===== src/rtl/mem_arbiter.sv =====
// Two-port round-robin arbiter for the 16-bit cellular RAM controller.
// Each 32-bit request becomes two ordered halfword transactions (low, then high).
module mem_arbiter #(
    parameter int ADDR_W  = 26,
    parameter int TIMEOUT = 64
) (
    input  logic              clk_i,
    input  logic              rst_i,
    input  logic              req0_i,
    input  logic              req1_i,
    input  logic              we0_i,
    input  logic              we1_i,
    input  logic [31:0]       addr0_i,
    input  logic [31:0]       addr1_i,
    input  logic [31:0]       wdata0_i,
    input  logic [31:0]       wdata1_i,
    output logic [31:0]       rdata0_o,
    output logic [31:0]       rdata1_o,
    output logic              ack0_o,
    output logic              ack1_o,
    output logic              err0_o,
    output logic              err1_o,
    output logic              stall0_o,
    output logic              mif_go_o,
    output logic              mif_we_o,
    output logic [ADDR_W-1:0] mif_addr_o,
    output logic [15:0]       mif_wdata_o,
    input  logic [15:0]       mif_rdata_i,
    input  logic              mif_done_i
);

    localparam int CNT_W = $clog2(TIMEOUT);
    localparam logic [CNT_W-1:0] CNT_LAST = CNT_W'(TIMEOUT - 1);
    localparam logic [CNT_W-1:0] CNT_ONE  = CNT_W'(1);

    typedef enum logic [2:0] {
        ST_IDLE    = 3'd0,
        ST_LO_GO   = 3'd1,
        ST_LO_WAIT = 3'd2,
        ST_HI_GO   = 3'd3,
        ST_HI_WAIT = 3'd4,
        ST_ACK     = 3'd5
    } state_t;

    state_t              state_q, state_d;
    logic                grant_q, grant_d;
    logic                last_grant_q, last_grant_d;
    logic                txn_we_q, txn_we_d;
    logic [ADDR_W-2:0]   txn_addr_q, txn_addr_d;
    logic [15:0]         txn_whi_q, txn_whi_d;
    logic [15:0]         lo_q, lo_d;
    logic [CNT_W-1:0]    cnt_q, cnt_d;
    logic [1:0]          ack_q, ack_d;
    logic [1:0]          err_q, err_d;
    logic [31:0]         rdata0_q, rdata0_d;
    logic [31:0]         rdata1_q, rdata1_d;
    logic                mif_go_q, mif_go_d;
    logic                mif_we_q, mif_we_d;
    logic [ADDR_W-1:0]   mif_addr_q, mif_addr_d;
    logic [15:0]         mif_wdata_q, mif_wdata_d;

    logic                sel_s;
    logic                sel_we_s;
    logic [ADDR_W-2:0]   sel_addr_s;
    logic [31:0]         sel_wdata_s;
    logic                fin_s;
    logic                tmo_s;
    logic [31:0]         word_s;
    logic                unused_addr_s;

    // Only the halfword-relevant address bits reach the memory controller.
    assign unused_addr_s = ^{addr0_i[31:ADDR_W+1], addr0_i[1:0],
                             addr1_i[31:ADDR_W+1], addr1_i[1:0]};

    // Round-robin selection among the ports requesting in IDLE.
    always_comb begin
        sel_s = 1'b0;
        if (req0_i && req1_i) begin
            sel_s = ~last_grant_q;
        end else if (req1_i) begin
            sel_s = 1'b1;
        end else begin
            sel_s = 1'b0;
        end
        if (sel_s) begin
            sel_we_s    = we1_i;
            sel_addr_s  = addr1_i[ADDR_W:2];
            sel_wdata_s = wdata1_i;
        end else begin
            sel_we_s    = we0_i;
            sel_addr_s  = addr0_i[ADDR_W:2];
            sel_wdata_s = wdata0_i;
        end
    end

    // Sequencer: next state, halfword issue and per-half timeout.
    always_comb begin
        state_d      = state_q;
        grant_d      = grant_q;
        last_grant_d = last_grant_q;
        txn_we_d     = txn_we_q;
        txn_addr_d   = txn_addr_q;
        txn_whi_d    = txn_whi_q;
        lo_d         = lo_q;
        cnt_d        = cnt_q;
        mif_go_d     = 1'b0;
        mif_we_d     = mif_we_q;
        mif_addr_d   = mif_addr_q;
        mif_wdata_d  = mif_wdata_q;
        fin_s        = 1'b0;
        tmo_s        = 1'b0;
        word_s       = 32'h0000_0000;
        case (state_q)
            ST_IDLE: begin
                if (req0_i || req1_i) begin
                    grant_d     = sel_s;
                    txn_we_d    = sel_we_s;
                    txn_addr_d  = sel_addr_s;
                    txn_whi_d   = sel_wdata_s[31:16];
                    lo_d        = 16'h0000;
                    mif_go_d    = 1'b1;
                    mif_we_d    = sel_we_s;
                    mif_addr_d  = {sel_addr_s, 1'b0};
                    mif_wdata_d = sel_wdata_s[15:0];
                    state_d     = ST_LO_GO;
                end else begin
                    state_d = ST_IDLE;
                end
            end
            ST_LO_GO: begin
                cnt_d   = {CNT_W{1'b0}};
                state_d = ST_LO_WAIT;
            end
            ST_LO_WAIT: begin
                if (mif_done_i) begin
                    if (txn_we_q) begin
                        lo_d = lo_q;
                    end else begin
                        lo_d = mif_rdata_i;
                    end
                    mif_go_d    = 1'b1;
                    mif_addr_d  = {txn_addr_q, 1'b1};
                    mif_wdata_d = txn_whi_q;
                    state_d     = ST_HI_GO;
                end else if (cnt_q == CNT_LAST) begin
                    fin_s   = 1'b1;
                    tmo_s   = 1'b1;
                    state_d = ST_ACK;
                end else begin
                    cnt_d = cnt_q + CNT_ONE;
                end
            end
            ST_HI_GO: begin
                cnt_d   = {CNT_W{1'b0}};
                state_d = ST_HI_WAIT;
            end
            ST_HI_WAIT: begin
                if (mif_done_i) begin
                    fin_s   = 1'b1;
                    word_s  = {mif_rdata_i, lo_q};
                    state_d = ST_ACK;
                end else if (cnt_q == CNT_LAST) begin
                    fin_s   = 1'b1;
                    tmo_s   = 1'b1;
                    state_d = ST_ACK;
                end else begin
                    cnt_d = cnt_q + CNT_ONE;
                end
            end
            ST_ACK: begin
                last_grant_d = grant_q;
                state_d      = ST_IDLE;
            end
            default: begin
                state_d = ST_IDLE;
            end
        endcase
    end

    // Completion: ack/err pulse and read-data load for the granted port.
    always_comb begin
        ack_d    = 2'b00;
        err_d    = 2'b00;
        rdata0_d = rdata0_q;
        rdata1_d = rdata1_q;
        if (fin_s) begin
            if (grant_q) begin
                ack_d = 2'b10;
                err_d = {tmo_s, 1'b0};
            end else begin
                ack_d = 2'b01;
                err_d = {1'b0, tmo_s};
            end
            if (txn_we_q) begin
                rdata0_d = rdata0_q;
                rdata1_d = rdata1_q;
            end else if (grant_q) begin
                rdata1_d = word_s;
            end else begin
                rdata0_d = word_s;
            end
        end else begin
            ack_d = 2'b00;
        end
    end

    // State and output registers; reset aborts any transaction silently.
    always_ff @(posedge clk_i or posedge rst_i) begin
        if (rst_i) begin
            state_q      <= ST_IDLE;
            grant_q      <= 1'b0;
            last_grant_q <= 1'b1;
            txn_we_q     <= 1'b0;
            txn_addr_q   <= {(ADDR_W-1){1'b0}};
            txn_whi_q    <= 16'h0000;
            lo_q         <= 16'h0000;
            cnt_q        <= {CNT_W{1'b0}};
            ack_q        <= 2'b00;
            err_q        <= 2'b00;
            rdata0_q     <= 32'h0000_0000;
            rdata1_q     <= 32'h0000_0000;
            mif_go_q     <= 1'b0;
            mif_we_q     <= 1'b0;
            mif_addr_q   <= {ADDR_W{1'b0}};
            mif_wdata_q  <= 16'h0000;
        end else begin
            state_q      <= state_d;
            grant_q      <= grant_d;
            last_grant_q <= last_grant_d;
            txn_we_q     <= txn_we_d;
            txn_addr_q   <= txn_addr_d;
            txn_whi_q    <= txn_whi_d;
            lo_q         <= lo_d;
            cnt_q        <= cnt_d;
            ack_q        <= ack_d;
            err_q        <= err_d;
            rdata0_q     <= rdata0_d;
            rdata1_q     <= rdata1_d;
            mif_go_q     <= mif_go_d;
            mif_we_q     <= mif_we_d;
            mif_addr_q   <= mif_addr_d;
            mif_wdata_q  <= mif_wdata_d;
        end
    end

    assign rdata0_o    = rdata0_q;
    assign rdata1_o    = rdata1_q;
    assign ack0_o      = ack_q[0];
    assign ack1_o      = ack_q[1];
    assign err0_o      = err_q[0];
    assign err1_o      = err_q[1];
    assign stall0_o    = req0_i & ~ack_q[0];
    assign mif_go_o    = mif_go_q;
    assign mif_we_o    = mif_we_q;
    assign mif_addr_o  = mif_addr_q;
    assign mif_wdata_o = mif_wdata_q;

endmodule


===== config.mk =====
export PLATFORM = sky130hd
export DESIGN_NAME = mem_arbiter
export DESIGN_NICKNAME = d
export VERILOG_FILES = /design/src/rtl/mem_arbiter.sv
export SDC_FILE = /design/constraint.sdc
export NUM_CORES = 1
export LEC_CHECK = 0
export BUFFER_PORTS_ARGS = -buffer_cell sky130_fd_sc_hd__buf_2
export CORE_ASPECT_RATIO = 0.6
export CORE_UTILIZATION = 45
export DETAILED_ROUTE_END_ITERATION = 7
export GPL_TIMING_DRIVEN = 0
export PLACE_DENSITY = 0.73
export SLEW_MARGIN = 30
export SYNTH_ARGS = -nofsm -noshare
export SYNTH_HDL_FRONTEND = slang
export SYNTH_SLANG_ARGS = --single-unit

===== constraint.sdc =====
create_clock -name clk_i -period 6.07 [get_ports clk_i]
set_clock_uncertainty 0.1 [all_clocks]
set_input_delay 0.9105 -clock clk_i [delete_from_list [all_inputs] [get_ports clk_i]]
set_output_delay 0.9105 -clock clk_i [all_outputs]
set_load 0.03 [all_outputs]

==> metrics.md <==
| Metric | Value |
|---|---|
| Global-route wire length before repair | 35.1 mm |
| Tmin final | 2.67 ns |
| Largest net degree at the start of global routing | 87 |
| Clock power share | 0.206 |
| Sw Share | 0.433 |
| Top_reg_cell synth | dfrtp_1 |
| Fmax | 374 MHz |
| Synth unique cells | 55 |
| Longest Clk Path Bufs | 2 |
| Drt total wl | 22.6 mm |
| Async SR Flop Fraction | 1.00 |
| Ports | 264 |
| Initial drt markers | 669 |
| Max FO, Critical Path | 10 |
| Share of the synthesized area in the top cell type | 0.538 |
| Synth Instances | 754 |
| Crit start category | input pin |
| Crit-path slowest cell | nor3b_1 |
| Mapped cell area | 8320 sq um |
| Die ar. | 19100 sq um |
| Relative slew slack | 0.389 |
| Worst reg2reg endpoint | rdata0_o[10] |
| Synth warn | 0 |
| Measured slew at the worst slew-check pin | 0.917 ns |
| Post-CTS sizing | 0 |
| Worst hold path class | in -> async |
| Worst reg2reg startpoint | cnt_q[0] |
| Final hold vios | 0 |
| WL/cell | 17.7 um |
| GRT Resource Usage Total | 0.244 |
| Avg Inst Size Synth | 11.0 sq um |
| WS Path Type | in -> reg |
| GR Overflow Total | 0 |
| Via Count | 6724 |
| Synth area leader | dfrtp_1 |
| RSZ-0062 raised after global routing | false |
| CP Buf/Inv Count | 3 |
| Slowest stage delay, CP | 0.69 ns |
| Internal power | 2.97 mW |
| Die width | 178 um |
| Starting Density | 0.461 |
| Run status | finished, final reports clean |
| Sequential share of power | 0.362 |
| Clock Sinks | 180 |
| Vias in the first global route | 6362 |
| Die height | 107 um |
| Share of post-route cells with drive strength above 1 | 0.357 |
| Placed wire-length estimate | 16.9 mm |
| Crit path from | mif_done_i |
| Avg Vias per Cell | 5.27 |
| Peak supply drop | 265 uV |
| Hold bufs inserted after CTS | 0 |
| Area of the multi-input gates | 3530 sq um |
| Largest delay share family, worst path | buffers and inverters |
| Worst-skew pair later-pin latency | 0.43 ns |
| CP Capture Type | register |
| H-tree Lvls | 4 |
| Arrival @ worst endpoint | 2.94 ns |
| Sequential fraction of the synthesis area | 0.542 |
| R2R cell count | 5 |
| Final Cycle Share | 0.440 |
| Dpl cells | 1245 |
| Pins Over Slew Limit | 0 |
| Register bit total from synthesis | 180 |
| Number of flops mapped to enable cells by yosys | 0 |
| Cts bufs inserted | 17 |
| # setup viols final | 0 |
| Reg area | 4510 sq um |
| Required @ worst endpoint | 6.33 ns |
| Final WS setup | 3.40 ns |
| Root Driver | clkbuf_16 |
| Post-CTS Setup Inserts | 0 |
| Final nets | 1176 |
| Fillcell total | 1599 |
| Core region area | 18100 sq um |
| Leak | 5.42 nW |
| ANT cells | 0 |
| Area growth syn-to-layout | 26.2% |
| Port-buffer cells | 249 |
| Place WS | 2.92 ns |
| Detailed-route DRC error count | 0 |
| NetSw | 2.27 mW |
| Routed Antenna Nets | 0 |
| CP Cell Sequence | buf_2 -> clkbuf_1 -> nor3b_1 -> clkbuf_1 -> and2_1 -> mux2_2 |
| Most used cell, CP | clkbuf_1 |
| PwrDens | 499 nW/um^2 |
| Post-route non-filler standard cell count | 1277 |
| First-pass iteration count of the detailed router | 5 |
| Largest cells by area after synthesis | dfrtp_1, o21ai_0, mux2_4 |
| Initial antenna violation count | 0 |
| GPL Wtd Cong | 0.833 |
| # rows | 38 |
| Combinational Power Share | 0.431 |
| Syn_nets | 906 |
| Worst R2R Setup Slack | 3.69 ns |
| Max Cap Viol | 0 |
| Reg clk slew, reported paths | 0.07 ns |
| CTS tree | done |
-- per-stage QoR --
step / setup TNS, ns / util / hold slack [ns] / power (mW) / cell area [sq um]
after floorplan: 0 / - / 0.345 / 3.43 / 8320
final: 0 / 0.581 / 0.294 / 5.24 / 10500
after CTS: 0 / 0.581 / 0.284 / 5.26 / 10500
after global routing: 0 / 0.581 / 0.282 / 5.56 / 10500
after detailed placement: 0 / 0.550 / 0.360 / 4.17 / 9930
after global placement: -339.83 / 0.546 / 0.356 / 4.11 / 9870
-- worst max path at each step --
stage	end	slack [ns]	depth (start not counted)
after floorplan	ack_q[0]	0.17	1
after global placement	txn_whi_q[5]	-1.92	2
final	rdata0_o[12]	3.40	6
after CTS	rdata0_o[17]	3.35	6
after detailed placement	rdata0_o[17]	2.92	6
after global routing	rdata0_o[17]	3.16	6
-- registers in the layout, summed over array words and instances (netlist names) --
name / cells
ack_q: 2
mif_go_o: 1
rdata1_o: 32
lo_q: 16
mif_wdata_o: 16
state_q: 3
mif_we_o: 1
txn_whi_q: 16
grant_q: 1
cnt_q: 6
err_q: 2
mif_addr_o: 26
rdata0_o: 32
last_grant_q: 1
txn_addr_q: 25
-- Yosys cell counts, drive strengths merged (2+ instances only) --
cell and n:
or3 3, nand2 97, nand3 4, nor3 3
inv 5, nor2 34, buf 24, nand2b 5
o21ai 94, a31oi 2, nor4 5, nor2b 21
clkbuf 32, a21oi 3, and3b 2, a211oi 41
a21o 25, o2bb2ai 2, mux2i 45, dfrtp 179
nand4 3, and2 34, mux2 65, o22ai 3
nor3b 2
-- placed cells by master (no fill, tap or decap), types with 3 or more instances in the layout --
master	count
buf_2	258
mux2_4	30
nand2_1	97
o22ai_1	3
inv_6	3
buf_1	7
nor2_1	34
a21oi_1	3
mux2i_1	45
buf_6	3
buf_4	5
o21ai_0	93
or3_1	3
nor4_1	4
and2_1	34
mux2_2	34
a211oi_1	41
clkbuf_1	33
nand3_1	4
a21o_1	25
inv_1	4
nand4_1	3
inv_8	5
nor2b_1	21
clkinvlp_4	3
clkbuf_16	17
dfrtp_1	179
nand2b_1	5
-- routing by layer --
layer	routed length, um	vias up	global-route usage
met5	0	-	0
met4	272	0	0.0604
met3	1320	18	0.0484
met2	9540	215	0.342
met1	11500	3308	0.380
li1	-	3183	-
-- power groups by stage --
stage	Sequential (mW)	Combinational [mW]	Clock [mW]
floorplan	2.32	1.11	0
global placement	1.90	2.21	0
detailed placement	1.91	2.26	0
CTS	1.90	2.26	1.10
global route	1.95	2.47	1.15
finish	1.90	2.26	1.08
-- cells by family after synthesis --
logic type | share of synthesized area
and+or+nand+nor | 0.128
AOI/OAI and AO/OA | 0.139
DFF | 0.542
muxes | 0.156
buffers and inverters | 0.0338
xor gates and xnor gates | 0.00105
adders and majority gates | 0.00150
-- cell type report --
class,instances,share of cell area
sequential,180,0.429
clock inverter,14,0.0136
tap,240,0.0286
multi-input combinational,513,0.336
timing repair buffer,251,0.124
clock buffer,18,0.0409
buffer,56,0.0250
inverter,5,0.00250
No activity file was read; power rests on OpenSTA's default activity.
